File: config.mk
export PLATFORM = sky130hd
export DESIGN_NAME = bmask_allocator
export DESIGN_NICKNAME = d
export VERILOG_FILES = /design/src/rtl/bmask_allocator_pkg.sv /design/src/rtl/bmask_allocator_pick_lowest.sv /design/src/rtl/bmask_allocator.sv
export SDC_FILE = /design/constraint.sdc
export NUM_CORES = 1
export LEC_CHECK = 0
export ABC_CLOCK_PERIOD_IN_PS = 4350
export CAP_MARGIN = 25
export CORE_AREA = 2 2 312 314
export DETAILED_ROUTE_END_ITERATION = 12
export DIE_AREA = 0 0 314 316
export SLEW_MARGIN = 25
export SYNTH_ARGS = -nofsm -noshare
export SYNTH_HDL_FRONTEND = slang
export SYNTH_SLANG_ARGS = --single-unit
export TNS_END_PERCENT = 50
File: constraint.sdc
create_clock -name clock -period 4.35 [get_ports clock]
set_input_delay 1.305 -clock clock [delete_from_list [all_inputs] [get_ports clock]]
set_output_delay 1.305 -clock clock [all_outputs]
set_load 0.01 [all_outputs]
File: src/rtl/bmask_allocator_pkg.sv
// Shared types for the branch-mask allocator: mask widths, checkpoint packet
// and the completing-branch packet that drives resolve and squash.
package bmask_allocator_pkg;

    localparam int DISPATCH_WIDTH   = 2;
    localparam int B_MASK_WIDTH     = 4;
    localparam int PHYS_REG_SZ_R10K = 16;
    localparam int FREE_SLOTS_WIDTH = $clog2(B_MASK_WIDTH + 1);

    typedef logic [B_MASK_WIDTH-1:0] B_MASK;
    typedef B_MASK [B_MASK_WIDTH-1:0] B_MASK_MASK;

    typedef struct packed {
        logic [4:0]                  rob_tail;
        logic [31:0]                 recovery_pc;
        logic [31:0]                 original_pc;
        logic                        is_jump;
        logic [7:0]                  bp_packet;
        logic [15:0]                 map_table;
        logic [2:0]                  sq_tail;
        logic [7:0]                  sq_mask;
        B_MASK                       b_m;
        logic [PHYS_REG_SZ_R10K-1:0] free_list;
    } BS_ENTRY_PACKET;

    typedef struct packed {
        B_MASK bmm;
        logic  bm_mispred;
    } BRANCH_REG_PACKET;

    function automatic logic [FREE_SLOTS_WIDTH-1:0] count_ones(input B_MASK m);
        logic [FREE_SLOTS_WIDTH-1:0] cnt;
        cnt = '0;
        for (int i = 0; i < B_MASK_WIDTH; i++) begin
            cnt = cnt + FREE_SLOTS_WIDTH'(m[i]);
        end
        return cnt;
    endfunction

endpackage

File: src/rtl/bmask_allocator_pick_lowest.sv
// One-hot picker for the lowest set bit of a vector; chained per dispatch slot.
module bmask_pick_lowest #(
    parameter int WIDTH = 4
) (
    input  logic [WIDTH-1:0] avail,
    output logic [WIDTH-1:0] pick,
    output logic             found
);

    // Two's-complement trick isolates the lowest set bit.
    assign pick  = avail & (~avail + WIDTH'(1));
    assign found = |avail;

endmodule

File: src/rtl/bmask_allocator.sv
// Dispatch-side branch-mask allocator: grants one-hot checkpoint bits in program
// order, builds checkpoint packets, and tracks live bits plus their dependencies.
module bmask_allocator
    import bmask_allocator_pkg::*;
(
    input  logic                            clock,
    input  logic                            reset,
    input  logic [DISPATCH_WIDTH-1:0]       br_req,
    input  BS_ENTRY_PACKET [DISPATCH_WIDTH-1:0] br_ckpt,
    input  logic [PHYS_REG_SZ_R10K-1:0]     free_list_in,
    input  BRANCH_REG_PACKET                branch_completing,
    output logic [DISPATCH_WIDTH-1:0]       br_grant,
    output B_MASK [DISPATCH_WIDTH-1:0]      slot_b_mask,
    output B_MASK [DISPATCH_WIDTH-1:0]      slot_b_id,
    output B_MASK                           next_b_mask,
    output BS_ENTRY_PACKET [B_MASK_WIDTH-1:0] branch_stack_entries,
    output logic [FREE_SLOTS_WIDTH-1:0]     free_slots
);

    B_MASK      live_q;
    B_MASK_MASK parent_q;
    B_MASK_MASK parent_d;

    B_MASK resolve;
    B_MASK dependents;
    B_MASK squash;
    B_MASK older;
    logic  suppress;

    B_MASK avail_chain [DISPATCH_WIDTH];
    B_MASK pick        [DISPATCH_WIDTH];
    logic  found       [DISPATCH_WIDTH];
    logic  chain_ok    [DISPATCH_WIDTH];
    logic  granted_raw [DISPATCH_WIDTH];

    assign avail_chain[0] = ~live_q;
    assign chain_ok[0]    = 1'b1;

    // Once a requesting slot is denied, every later slot is denied too.
    for (genvar k = 0; k < DISPATCH_WIDTH; k++) begin : g_slot
        bmask_pick_lowest #(.WIDTH(B_MASK_WIDTH)) u_pick (
            .avail(avail_chain[k]),
            .pick (pick[k]),
            .found(found[k])
        );

        assign granted_raw[k] = br_req[k] & chain_ok[k] & found[k];

        if (k < DISPATCH_WIDTH - 1) begin : g_next
            assign chain_ok[k+1]    = chain_ok[k] & ~(br_req[k] & ~found[k]);
            assign avail_chain[k+1] = granted_raw[k] ? (avail_chain[k] & ~pick[k])
                                                     : avail_chain[k];
        end
    end

    always_comb begin
        resolve    = branch_completing.bmm & live_q;
        dependents = '0;
        for (int j = 0; j < B_MASK_WIDTH; j++) begin
            dependents[j] = |(parent_q[j] & resolve);
        end
        squash   = branch_completing.bm_mispred ? (resolve | dependents) : resolve;
        suppress = branch_completing.bm_mispred && (|resolve);

        br_grant    = '0;
        slot_b_id   = '0;
        slot_b_mask = '0;
        older       = '0;
        for (int k = 0; k < DISPATCH_WIDTH; k++) begin
            br_grant[k]    = granted_raw[k] && !suppress;
            slot_b_id[k]   = br_grant[k] ? pick[k] : '0;
            slot_b_mask[k] = (live_q & ~resolve) | older;
            older          = older | slot_b_id[k];
        end

        next_b_mask = (live_q & ~squash) | older;

        // Squashed rows vanish; surviving rows forget squashed parents.
        for (int i = 0; i < B_MASK_WIDTH; i++) begin
            parent_d[i] = squash[i] ? '0 : (parent_q[i] & ~squash);
        end

        branch_stack_entries = '0;
        for (int k = 0; k < DISPATCH_WIDTH; k++) begin
            for (int i = 0; i < B_MASK_WIDTH; i++) begin
                if (slot_b_id[k][i]) begin
                    branch_stack_entries[i]           = br_ckpt[k];
                    branch_stack_entries[i].b_m       = slot_b_mask[k];
                    branch_stack_entries[i].free_list = free_list_in;
                    parent_d[i]                       = slot_b_mask[k];
                end
            end
        end

        free_slots = count_ones(~live_q);
    end

    always_ff @(posedge clock or negedge reset) begin
        if (!reset) begin
            live_q   <= '0;
            parent_q <= '0;
        end else begin
            live_q   <= next_b_mask;
            parent_q <= parent_d;
        end
    end

endmodule

======== Word-level counts from Yosys, hierarchy flattened ========
Cells that the tools add are included.
cells by class
  add/subtract/negate cells ............... 5
  mux-type cells .......................... 24
  bitwise operators ....................... 30
  reduce and logical (&&, ||, !) cells .... 11
operators by type and width
  kind                   count
  $mux W125              8
  $mux W4                16
  $and A4 B4 Y4          14
  $reduce_or A4 Y1       7
  $not A4 Y4             6
  $or A4 B4 Y4           4
  $add A4 B1 Y4 const B  2
  $and A1 B1 Y1          4
  $add A2 B1 Y3          1
  $add A3 B1 Y3          1
  $logic_and A1 B1 Y1    3
  $add A1 B1 Y2          1
  $not A1 Y1             2
  $logic_not A1 Y1       1
storage, ports and cells
  bits in registers ....................... 20
  input bits .............................. 275
  word-level logic and storage cells ...... 75

======== Longest topological paths before layout ========
Gate-level depths: netlist of run 1.
  word-level depth ........................ 13
  gate-level depth with buffers ........... 12
  gate-level depth less buffers ........... 7

======== By module ========
Synthesis of run 1 repeated with hierarchy kept, for this count alone.
unflattened totals
  cell total of the unflattened synthesis .. 810
  area total of the unflattened synthesis .. 6172.2 um2
by module, submodules not included
  module             times used  cells an instance  area each (um2)  seq. area each (um2)
  bmask_allocator    1           800                6092.1           400.4
  bmask_pick_lowest  2           5                  40.0             0.0

======== Worst setup path before layout of run 1 ========
Ideal clock, no wire load.
  path type ............................... input port to output port
  start ................................... input branch_completing[2] (netlist name)
  end ..................................... output branch_stack_entries[243] (netlist name)
  arrival time ............................ 2.910 ns
  slack ................................... 0.135 ns
  stages on the path ...................... 8
  path buffers ............................ 2
  path through ............................ a222oi_1 > a21o_1 > nand2b_1 > buf_2 > inv_2 > clkbuf_1 > nand2_1 > o21ai_0
RTL lines
  element      line                   RTL
  from (decl)  bmask_allocator.sv:11  input BRANCH_REG_PACKET branch_completing,
  to (decl)    bmask_allocator.sv:16  output BS_ENTRY_PACKET [B_MASK_WIDTH-1:0] branch_stack_entries,

==> impl_metrics.json, run 1 <==
{
  "status": "complete, but fails checks",
  "failed_checks": "setup timing",
  "first_pass_iters": 5,
  "grt_pass1_wl_um": 101000,
  "die_h_um": 316,
  "min-delay-start": "parent_q[3]$_DFF_PN0_",
  "start_util_pct": 6.73,
  "synth_edf_count": 0,
  "area_delta_synth_final_pct": 219,
  "port_buffers": 756,
  "grt_start_max_net_pins": 44,
  "htreeDepth": 1,
  "wl_per_cell_um": 23.4,
  "grt_antenna_before_repair": 3,
  "critPathSlowestCell": "a222oi_1",
  "worstSetupStartpoint": "branch_completing[2]",
  "gr-usage-all-layers_pct": 14.4,
  "crit_family": "buffers and inverters",
  "gp_congestion": 0.883,
  "synth_xor_xnor_area_share_pct": 0,
  "synth.distinct_cells": 52,
  "synth_top_family_by_area": "compound AO/OA/AOI/OAI gates",
  "cp_cell_sequence": "buf_6, a222oi_1, buf_4, a21oi_4, nor4b_4, buf_12, buf_16, buf_16, buf_12, buf_8, a21oi_4, nor2b_2, buf_12",
  "synth_area_sq_mm": 0.00646,
  "rows": 114,
  "finalSetupViolCount": 488,
  "place_hpwl_um": 54700,
  "critPathLaunchType": "input pin",
  "grt_pass1_vias": 12400,
  "wirelength_um": 79400,
  "mostFrequentLayoutCells": "a22o_1 (288), buf_2 (288), clkdlybuf4s50_1 (265)",
  "grt_setup_unrepaired": "true",
  "cp.required_ns": 3.04,
  "synth_simple_gate_area_share_pct": 25.7,
  "ff_latch_area_sq_um": 400,
  "ant_nets": 0,
  "powerDensity_mw_per_mm2": 415,
  "synth_area_per_cell_sq_um": 6.52,
  "cts_max_path_buffers": 2,
  "drive_above_1_share_pct": 51.3,
  "netlist_instances": 991,
  "hold_viol": 0,
  "ys.flop_type": "dfrtp_1",
  "clk_pin_slew_worst_paths_ns": 0.06,
  "clock_sinks": 16,
  "overflow": 0,
  "cpPeakStageDelay_ns": 0.32,
  "setup_tns_ns": -91.78,
  "io-pin-count": 800,
  "multi_input_area_sq_mm": 0.00612,
  "postCtsHoldBufs": 0,
  "layout_setup_ws_ns": -0.363,
  "core-area_sq_mm": 0.0960,
  "drt_iter0_markers": 1012,
  "worstHoldPathType": "reg2reg",
  "slew_headroom_pct": 42.1,
  "yosysSeqAreaShare_pct": 6.20,
  "synth_fa_ha_area_share_pct": 1.43,
  "power.leakage_nw": 9.90,
  "criticalPathCategory": "in2out",
  "cp.arrival_ns": 3.41,
  "final.setup_skew_ns": 0.000609,
  "cap_violations": 0,
  "drc": 0,
  "min_period_ns": 4.71,
  "end_kind": "output pin",
  "critPathBufInv": 8,
  "layout_worst_path_cycle_share_pct": 108,
  "clkLatencyLatePin_ns": 0.25,
  "nets": 2401,
  "synth-seq-cells": 16,
  "whs_ns": 0.533,
  "maxSlewViolCount": 0,
  "via_count": 13400,
  "crit_fanout": 5,
  "cts_buffers": 3,
  "cts-root-buf": "clkbuf_16",
  "muxShareOfSynthArea_pct": 0.310,
  "viasPerCell": 3.93,
  "cts_tree": "built",
  "die_area_sq_mm": 0.0992,
  "synth_compound_area_share_pct": 56.0,
  "fillCellCount": 10600,
  "pre_cts_ws_ns": -0.978,
  "ys_warn_count": 0,
  "die-width_um": 314,
  "crit_top_cell": "buf_12",
  "worst_slew_pin_slew_ns": 0.866,
  "fmax_mhz": 212,
  "async_flop_share_pct": 100,
  "rr_startpoint": "live_q[0]$_DFF_PN0_",
  "vdd_drop_max_mv": 0.284
}
[Yosys cell counts (all sizes together) (2+ instances only)]
| cell type | n | area (sq um) |
|---|---|---|
| a22o | 316 | 2770 |
| nand2 | 230 | 863 |
| o21ai | 110 | 551 |
| buf | 74 | 425 |
| and2 | 66 | 413 |
| clkbuf | 49 | 184 |
| a21oi | 17 | 88.8 |
| dfrtp | 16 | 400 |
| nor2 | 16 | 60.1 |
| nand4 | 15 | 93.8 |
| inv | 14 | 52.6 |
| nand3 | 10 | 55.1 |
| nand2b | 8 | 50.1 |
| a21o | 5 | 37.5 |
| ha | 5 | 62.6 |
| and4 | 4 | 35.0 |
| o22ai | 4 | 25.0 |
| a22oi | 2 | 15.0 |
| a311oi | 2 | 23.8 |
| a31oi | 2 | 12.5 |
| mux2i | 2 | 20.0 |
| nor2b | 2 | 12.5 |
[worst paths after layout]
check | to | slack, ns | cells after the start
max in group asynchronous | parent_q[9]$_DFF_PN0_ | 2.27 | 1
setup / recovery | branch_stack_entries[393] | -0.36 | 13
hold / removal | parent_q[3]$_DFF_PN0_ | 0.53 | 2
min in group asynchronous | live_q[2]$_DFF_PN0_ | 1.55 | 1
hold reg to reg | parent_q[3]$_DFF_PN0_ | 0.53 | 2
setup reg to reg | parent_q[9]$_DFF_PN0_ | 1.87 | 13
[power breakdown]
group	leakage, nW	internal (mW)	switching [mW]	total [mW]
clock	0.0442	0.140	0.0694	0.210
combinational	9.65	4.23	3.88	8.11
sequential	0.210	0.207	0.0408	0.247
[layer usage]
metal,GRT usage (%),up-vias,share of wire [%]
met1,19.1,6473,43
met2,23.2,773,46
li1,-,6028,-
met5,0,-,0
met3,3.40,77,8.3
met4,3.73,0,2.1
[state kept, by name (all words and copies together) (netlist names)]
signal	cells
live_q	4
parent_q	12
[final cells by class]
type                       instances  share of cell area (%)
clock buffer                       4                   0.431
timing repair buffer            1245                    59.8
inverter                          14                   0.389
sequential                        16                    1.94
antenna                            3                  0.0364
multi-input combinational        840                    29.7
tap                             1276                    7.75
[cell families (layout without fill, tap and decap cells)]
| kind of cell | Yosys count | count (layout) |
|---|---|---|
| multiplexers | 2 | 2 |
| AO/OA/AOI/OAI | 469 | 469 |
| flip-flops | 16 | 16 |
| buffers and inverters | 137 | 1263 |
| other | 1 | 6 |
| AND/OR/NAND/NOR | 359 | 359 |
| adder cells (fa/ha/maj) | 7 | 7 |
[through the flow]
| step | instance area (sq um) | power, mW | util (%) | instances |
|---|---|---|---|---|
| detailed placement | 17400 | 6.82 | 18.2 | 3146 |
| finish | 20600 | 8.56 | 21.5 | 3398 |
| CTS | 19500 | 8.08 | 20.3 | 3303 |
| global placement | 17400 | 6.85 | 18.2 | 3146 |
| global route | 20600 | 9.01 | 21.5 | 3396 |
| floorplan | 6470 | 2.66 | - | 993 |
[tightest hold or removal path, cell delays in order, from the launching register on]
cell	delay, ns
dfrtp_1	0.37
nand2_1	0.06
o22ai_1	0.06
[what timing repair did]
item	CTS	global route
cloned	24	6
gates resized for setup	1179	888
pin swaps	61	86
setup endpoints to repair	515	514
buffers inserted	135	130
Power figures use the tool's default switching activity.
==> run 2: changes to the inputs <==
--- a/config.mk
+++ b/config.mk
@@ -10,2 +10,3 @@
 export CORE_AREA = 2 2 312 314
+export CTS_CLUSTER_SIZE = 10
 export DETAILED_ROUTE_END_ITERATION = 12
--- a/constraint.sdc
+++ b/constraint.sdc
@@ -3,2 +3,2 @@
 set_output_delay 1.305 -clock clock [all_outputs]
-set_load 0.01 [all_outputs]
+set_load 0.05 [all_outputs]
==> run 2 against run 1 <==
- the flow still finishes with violations (setup timing)
- maximum frequency decreased by 0.17%
- critical path depth unchanged
- final area increased by 41%
- core utilization increased by 8.7 points
- critical path type unchanged
- cell count decreased by 3.6%
- power increased by 85%
- flip-flop and latch count unchanged
- worst setup slack got worse by 0.0082 ns
- critical endpoint is now branch_stack_entries[146]
- global-route usage increased by 0.54 points
- sequential share of layout area decreased by 0.56 points
==> impl_metrics.json, run 2 (same netlist as run 1, synthesis figures left out) <==
{
  "wl_per_cell_um": 25.8,
  "drt_iter0_markers": 997,
  "criticalPathCategory": "in2out",
  "hold_viol": 0,
  "htreeDepth": 1,
  "power.leakage_nw": 12.1,
  "core-area_sq_mm": 0.0960,
  "reg_top3": "parent_q x12, live_q x4",
  "fillCellCount": 9489,
  "viasPerCell": 4.10,
  "fmax_mhz": 212,
  "die_area_sq_mm": 0.0992,
  "status": "complete, but fails checks",
  "vdd_drop_max_mv": 0.273,
  "end_kind": "output pin",
  "cap_violations": 0,
  "grt_start_max_net_pins": 35,
  "top_register": "parent_q",
  "finalSetupViolCount": 492,
  "critPathLaunchType": "input pin",
  "r2r-end": "parent_q[6]$_DFF_PN0_",
  "place_hpwl_um": 59600,
  "fin_area_sq_mm": 0.0290,
  "crit_fanout": 11,
  "clk_pin_slew_worst_paths_ns": 0.05,
  "overflow": 0,
  "first_pass_iters": 5,
  "min_period_ns": 4.72,
  "mostFrequentLayoutCells": "buf_12 (583), clkdlybuf4s50_1 (229), a22o_4 (194)",
  "drive_above_1_share_pct": 66.4,
  "layout_setup_ws_ns": -0.371,
  "cts_tree": "built",
  "r2r_slack_ns": 1.63,
  "grt_antenna_before_repair": 0,
  "utilization_pct": 30.2,
  "cts-root-buf": "clkbuf_16",
  "wirelength_um": 84400,
  "clock_sinks": 16,
  "rows": 114,
  "die_h_um": 316,
  "maxSlewViolCount": 0,
  "worst_slew_pin_slew_ns": 0.750,
  "min-delay-start": "parent_q[2]$_DFF_PN0_",
  "pre_cts_ws_ns": -0.696,
  "cp.arrival_ns": 3.42,
  "setup_tns_ns": -121.58,
  "final.setup_skew_ns": 0.00124,
  "ff_latch_area_sq_um": 400,
  "via_count": 13400,
  "slew_headroom_pct": 49.9,
  "final_common_cell": "buf_12",
  "port_buffers": 756,
  "gp_congestion": 0.921,
  "failed_checks": "setup timing",
  "layout_worst_path_cycle_share_pct": 109,
  "rr_startpoint": "live_q[1]$_DFF_PN0_",
  "ant_nets": 0,
  "drc": 0,
  "largest_reg_flops": 12,
  "powerDensity_mw_per_mm2": 546,
  "worstHoldPathType": "reg2reg",
  "area_delta_synth_final_pct": 348,
  "diodes": 0,
  "hold_depth": 2,
  "multi_input_area_sq_mm": 0.00891,
  "cp.required_ns": 3.04,
  "die-width_um": 314,
  "cts_max_path_buffers": 2,
  "gr-usage-all-layers_pct": 14.9,
  "grt_pass1_wl_um": 106000,
  "start_util_pct": 6.73,
  "dpl_cell_area_sq_mm": 0.0235,
  "hold_end": "parent_q[2]$_DFF_PN0_",
  "grt_pass1_vias": 13100,
  "r2r_cells": 13,
  "cts_buffers": 3,
  "io-pin-count": 800,
  "clkLatencyLatePin_ns": 0.25,
  "nets": 2282,
  "grt_setup_unrepaired": "true"
}
==> run 2: cell count changes in the layout (fill, tap and decap cells not counted), sizes merged <==
cell,before,now
bufbuf,0,1
clkdlybuf4s15,27,0
buf,881,877
bufinv,0,1
clkinv,1,3
dlygate4sd2,10,3
clkbuf,44,18
inv,13,11
clkdlybuf4s50,265,229
diode,3,0
dlymetal6s2s,22,0
==> run 2: timing repair <==
item                                   in CTS  in global routing
setup buffers                              56                 77
setup endpoints to repair                 513                498
gates cloned                               27                 17
resized for setup                         291                351
endpoints found under the hold margin       0                  0
hold buffers                                0                  0
pin swaps                                  95                120
==> run 2: power breakdown <==
| group | switching, mW | total [mW] | leakage (nW) | internal [mW] |
|---|---|---|---|---|
| Combinational | 8.12 | 15.4 | 11.8 | 7.24 |
| Sequential | 0.0721 | 0.279 | 0.210 | 0.206 |
| Clock | 0.0565 | 0.177 | 0.0370 | 0.121 |
| Total | 8.25 | 15.8 | 12.1 | 7.56 |
==> run 2: layout make-up <==
type,instances,share of cell area [%]
Timing Repair Buffer,1125,61.7
Sequential cell,16,1.38
Tap cell,1276,5.51
Timing Repair inverter,1,0.0561
Inverter,14,0.315
Clock buffer,3,0.259
Multi-Input combinational cell,840,30.8
==> run 2: how the worst max path moves through the flow <==
stage | end | from | depth (start not counted)
floorplan | branch_stack_entries[266] | branch_completing[2] | 6
global placement | branch_stack_entries[52] | branch_completing[2] | 10
detailed placement | branch_stack_entries[419] | branch_completing[2] | 9
CTS | branch_stack_entries[51] | branch_completing[2] | 12
global route | branch_stack_entries[73] | branch_completing[2] | 12
finish | branch_stack_entries[146] | branch_completing[2] | 13
==> run 2: through the flow <==
step                cells  hold slack (ns)  total power, mW
finish               3275            0.531             15.8
CTS                  3189            0.532             14.6
global placement     3106            0.522             13.3
floorplan             993            0.497             6.46
detailed placement   3106            0.526             13.4
global route         3275            0.547             16.3
==> run 2: routing by layer <==
layer / GRT usage [%] / share of wire (%) / vias up
met1: 17.6 / 38 / 6598
met5: 0 / 0 / -
met4: 4.82 / 5.0 / 0
met3: 2.72 / 6.5 / 193
met2: 27.1 / 51 / 795
li1: - / - / 5826
==> run 2: critical path, stage by stage <==
cell and delay [ns]:
buf_6 0.09, a222oi_1 0.40, buf_4 0.21, buf_4 0.11
a21o_4 0.16, nand3_4 0.13, clkinv_8 0.13, buf_12 0.13
clkbuf_16 0.18, buf_12 0.16, nand2_1 0.07, o21ai_2 0.12
buf_12 0.18
==> variant 1, RTL diff (config.mk and constraints of run 1) <==
Change the package constant `PHYS_REG_SZ_R10K` from 16 to 8.
--- a/src/rtl/bmask_allocator_pkg.sv
+++ b/src/rtl/bmask_allocator_pkg.sv
@@ -4,7 +4,7 @@
 
     localparam int DISPATCH_WIDTH   = 2;
     localparam int B_MASK_WIDTH     = 4;
-    localparam int PHYS_REG_SZ_R10K = 16;
+    localparam int PHYS_REG_SZ_R10K = 8;
     localparam int FREE_SLOTS_WIDTH = $clog2(B_MASK_WIDTH + 1);
 
     typedef logic [B_MASK_WIDTH-1:0] B_MASK;
Ports: changed (resized br_ckpt, branch_stack_entries and free_list_in); port bits go from 800 to 744. The function was not compared with the original's and may differ.
==> variant 1 against run 1 <==
The run still ends with negative setup slack left; register-to-register slack lost 0.29 ns; worst setup slack worse by 0.083 ns; synthesized cell count fell by 4.6%; power fell by 2.1%; area after synthesis is 3.0% lower; design area is 6.9% lower; routed wire length rose by 5.9%; sequential cell count did not move; sequential power increased by 17%; combinational power fell by 2.6%; critical path type unchanged; largest cell class unchanged.
==> variant 1: results (changes against run 1) <==
Outcome: finished, violations left
Failing checks: negative setup slack
Gr usage total: 15.06% (+0.69 points)
Layout Nets: 2,222 (-7.5%)
H-tree levels: 1 (unchanged)
Leakage: 9.451 nW (-4.6%)
CP max-delay cell: nor4bb_4
Slew @ Worst Pin: 0.7320 ns (-0.1340 ns)
Vias in the first global route: 12,030 (-3.3%)
Crit path max fanout: 6 (+1)
Initial antenna violation count: 5 (+2)
Clock Path Buffers: 2 (unchanged)
Via count: 12,810 (-4.1%)
Worst path max stage delay: 0.33 ns
IO Port Bufs: 716 (-5.3%)
Ranking of synthesized cells by area: a22o_1, nand2_1, dfrtp_1
Fillers: 10,700 (+0.63%)
Maximum vdd drop: 0.1871 mV (-34%)
HP Class: flip-flop to flip-flop
Primary FF master, synth: dfrtp_1
Distinct cells, synth: 45 (-13%)
Layout cells sized above 1: 45.72% (-5.5 points)
HPWL Detailed: 60,140 um (+9.9%)
Global-route wire length before repair: 104,300 um (+3.6%)
Commonest cells post-synth: a22o_1, nand2_1, o21ai_1
Post-route setup slack: -0.4463 ns (-0.08304 ns)
WL/cell: 25.92 um (+11%)
Pin count of the biggest net entering global routing: 33 (-25%)
GPL Wtd Cong: 0.9064 (+2.7%)
Final setup fails: 368 (-25%)
Sequential area share after synthesis: 6.392% (+0.19 points)
Clock skew: 0.001411 ns (+0.0008022 ns)
Initial drt markers: 1,027 (+1.5%)
Placed instance area: 16,550 um^2 (-5.1%)
[variant 1: final cells by class]
cell class                 instances  area [um^2]  share of cell area [%]
clock buffer                       4        88.84                  0.4631
inverter                          11        78.83                  0.4109
antenna                            2        5.005                 0.02609
multi-input combinational        798         5655                   29.48
tap                             1276         1597                   8.322
timing repair buffer            1135        11360                   59.21
sequential                        16        400.4                   2.087
[variant 1: path summary, 6_finish.rpt]
path	start	to	slack, ns
min	parent_q[3]$_DFF_PN0_	parent_q[3]$_DFF_PN0_	0.53
max in group asynchronous	reset	parent_q[14]$_DFF_PN0_	2.39
min reg2reg	parent_q[3]$_DFF_PN0_	parent_q[3]$_DFF_PN0_	0.53
max reg2reg	live_q[1]$_DFF_PN0_	parent_q[11]$_DFF_PN0_	1.58
min in group asynchronous	reset	live_q[1]$_DFF_PN0_	1.50
max	branch_completing[2]	branch_stack_entries[411]	-0.45
[variant 1: per-stage QoR]
step	std cells	setup WS (ns)	TNS (ns)	util [%]
5_1_grt	3240	-0.5070	-110.65	19.98
2_1_floorplan	947	0.2459	0	-
3_5_place_dp	3013	-1.119	-369.34	17.24
3_3_place_gp	3013	-1.053	-371.67	17.24
6_report	3242	-0.4463	-78.94	19.98
4_1_cts	3167	-0.6056	-177.94	19.16
[variant 1: cell families after synthesis]
family	share of synthesized area [%]
compound gates	57.21
simple gates	22.73
buf+inv	11.65
flops	6.392
fa+ha+maj	1.318
mux	0.6393
other cells	0.05987
[variant 1: timing repair]
action                                  4_1_cts  5_1_grt
endpoints found under the setup margin      484      482
resized for setup                          1060      560
pin swaps                                    30       69
hold buffers                                  0        0
cloned                                       25       11
setup buffers                               128       90
[variant 1: tightest hold or removal path, cell delays in order, from the launching register on]
cell and delay, ns:
dfrtp_1 0.38, nand2_1 0.06, o22ai_1 0.05
[variant 1: layer usage]
metal / vias to the layer above / global-route usage, % / routed length [um]
met5: - / 0 / 24
met4: 4 / 2.175 / 1868
met3: 107 / 3.863 / 7607
met2: 804 / 26.09 / 39600
met1: 6228 / 19.09 / 34930
li1: 5662 / - / -
[variant 1: power by group]
group	leakage (nW)	switching, mW	total (mW)	internal [mW]
Clock	0.0442	0.0573	0.197	0.140
Combinational	9.20	3.82	7.90	4.08
Sequential	0.210	0.0823	0.289	0.207
==> variant 2, RTL diff (settings of run 1) <==
Without the edit above. Make the reset (`reset`) synchronous in one clocked block.
--- a/src/rtl/bmask_allocator.sv
+++ b/src/rtl/bmask_allocator.sv
@@ -95,7 +95,7 @@
         free_slots = count_ones(~live_q);
     end
 
-    always_ff @(posedge clock or negedge reset) begin
+    always_ff @(posedge clock) begin
         if (!reset) begin
             live_q   <= '0;
             parent_q <= '0;
Check against the original RTL: differs if reset is asserted again (counterexample within 4 cycles, from zero or initial values and one cycle with reset low); with reset held inactive, the same outputs for 4 cycles.
==> variant 2 against run 1 <==
Highest routed layer is now met5; core utilization fell by 1.2 points; sequential cell count is the same; design area down 5.4%; first-iteration DRC count down 0.49%; global-route usage increased by 0.41 points; routed wire length increased by 9.8%; the flow still finishes with violations (negative setup slack); critical endpoint is now branch_stack_entries[480]; sequential share of layout area decreased by 0.30 points; worst setup slack improved by 0.061 ns; final cell count fell by 3.6%; clock skew is 0.0034 ns higher; area after synthesis about the same; register-to-register slack got worse by 0.29 ns.
Power is not compared: it rests on default switching activity, and its combinational part moved more than twofold at a synthesized area within 25%.
==> variant 2: results (changes against run 1) <==
Outcome: finished, violations left
Failing checks: negative setup slack
Place WS: -0.9094 ns (+0.06886 ns)
Commonest cells post-synth: a22o_1, nand2_1, o21ai_0
Initial antenna violation count: 6 (+3)
Gr usage total: 14.78% (+0.41 points)
Final setup fails: 321 (-34%)
Clock skew: 0.004051 ns (+0.003442 ns)
Grt met2 use: 23.77% (+0.56 points)
Primary FF master, synth: dfxtp_1
Async S/R FF share, synth: 0% (-100 points)
HPWL Detailed: 62,990 um (+15%)
CP endpoint: branch_stack_entries[480]
Mux contribution to synthesized area: 0% (-0.31 points)
Sequential area share after synthesis: 4.963% (-1.2 points)
Met1 wire length: 37,220 um (+8.9%)
Flop2flop setup slack: 1.58 ns (-0.29 ns)
Hold Path Origin: parent_q[2]$_SDFF_PN0_
Complex-gate fraction of the synthesized area: 57.43% (+1.4 points)
Reg2reg end: parent_q[9]$_SDFF_PN0_
CP max-delay cell: clkdlybuf4s50_1
Vias in the first global route: 12,200 (-1.9%)
Met1 GRT Util: 19.68% (+0.58 points)
Hold Path Sink: parent_q[2]$_SDFF_PN0_
Crit path launch: branch_completing[4]
DR WL met3: 7778 um (+18%)
Post CTS Setup Buffer Count: 53 (-61%)
Post-route setup slack: -0.3027 ns (+0.06058 ns)
Reg2Reg Depth: 14 (+1)
Worst path max stage delay: 0.52 ns (+0.20 ns)
Post-cts gate resize count: 687 (-42%)
Initial drt markers: 1,007 (-0.49%)
TNS Setup: -29.97 ns (+61.81 ns)
Fillers: 10,760 (+1.2%)
DP Cell Count: 3,132 (-0.45%)
Global-route wire length before repair: 102,900 um (+2.2%)
Fin Hold WS: 0.4651 ns (-0.06817 ns)
Layout cells sized above 1: 37.84% (-13 points)
Pin count of the biggest net entering global routing: 51 (+16%)
==> variant 2: changes by cell type in the layout (fill, tap and decap cells not counted), sizes merged, moves of 6 or more <==
| cell | run 1 | this run |
|---|---|---|
| buf | 881 | 591 |
| and2 | 66 | 40 |
| clkdlybuf4s15 | 27 | 48 |
| clkbuf | 44 | 60 |
| o21ai | 110 | 116 |
| nor2b | 2 | 35 |
| dfrtp | 16 | 0 |
| nand2 | 230 | 236 |
| dlymetal6s2s | 22 | 136 |
| dfxtp | 0 | 16 |
==> variant 2: layout make-up <==
cell class              instances  area, um^2  area share (%)
flip-flops and latches         16       320.3           1.642
diodes                          1       2.502         0.01283
clock buffers                   4       88.84          0.4555
well taps                    1276        1597           8.187
repair buffers               1109       11600           59.48
multi-input cells             851        5779           29.64
inverters                      18       115.1          0.5903
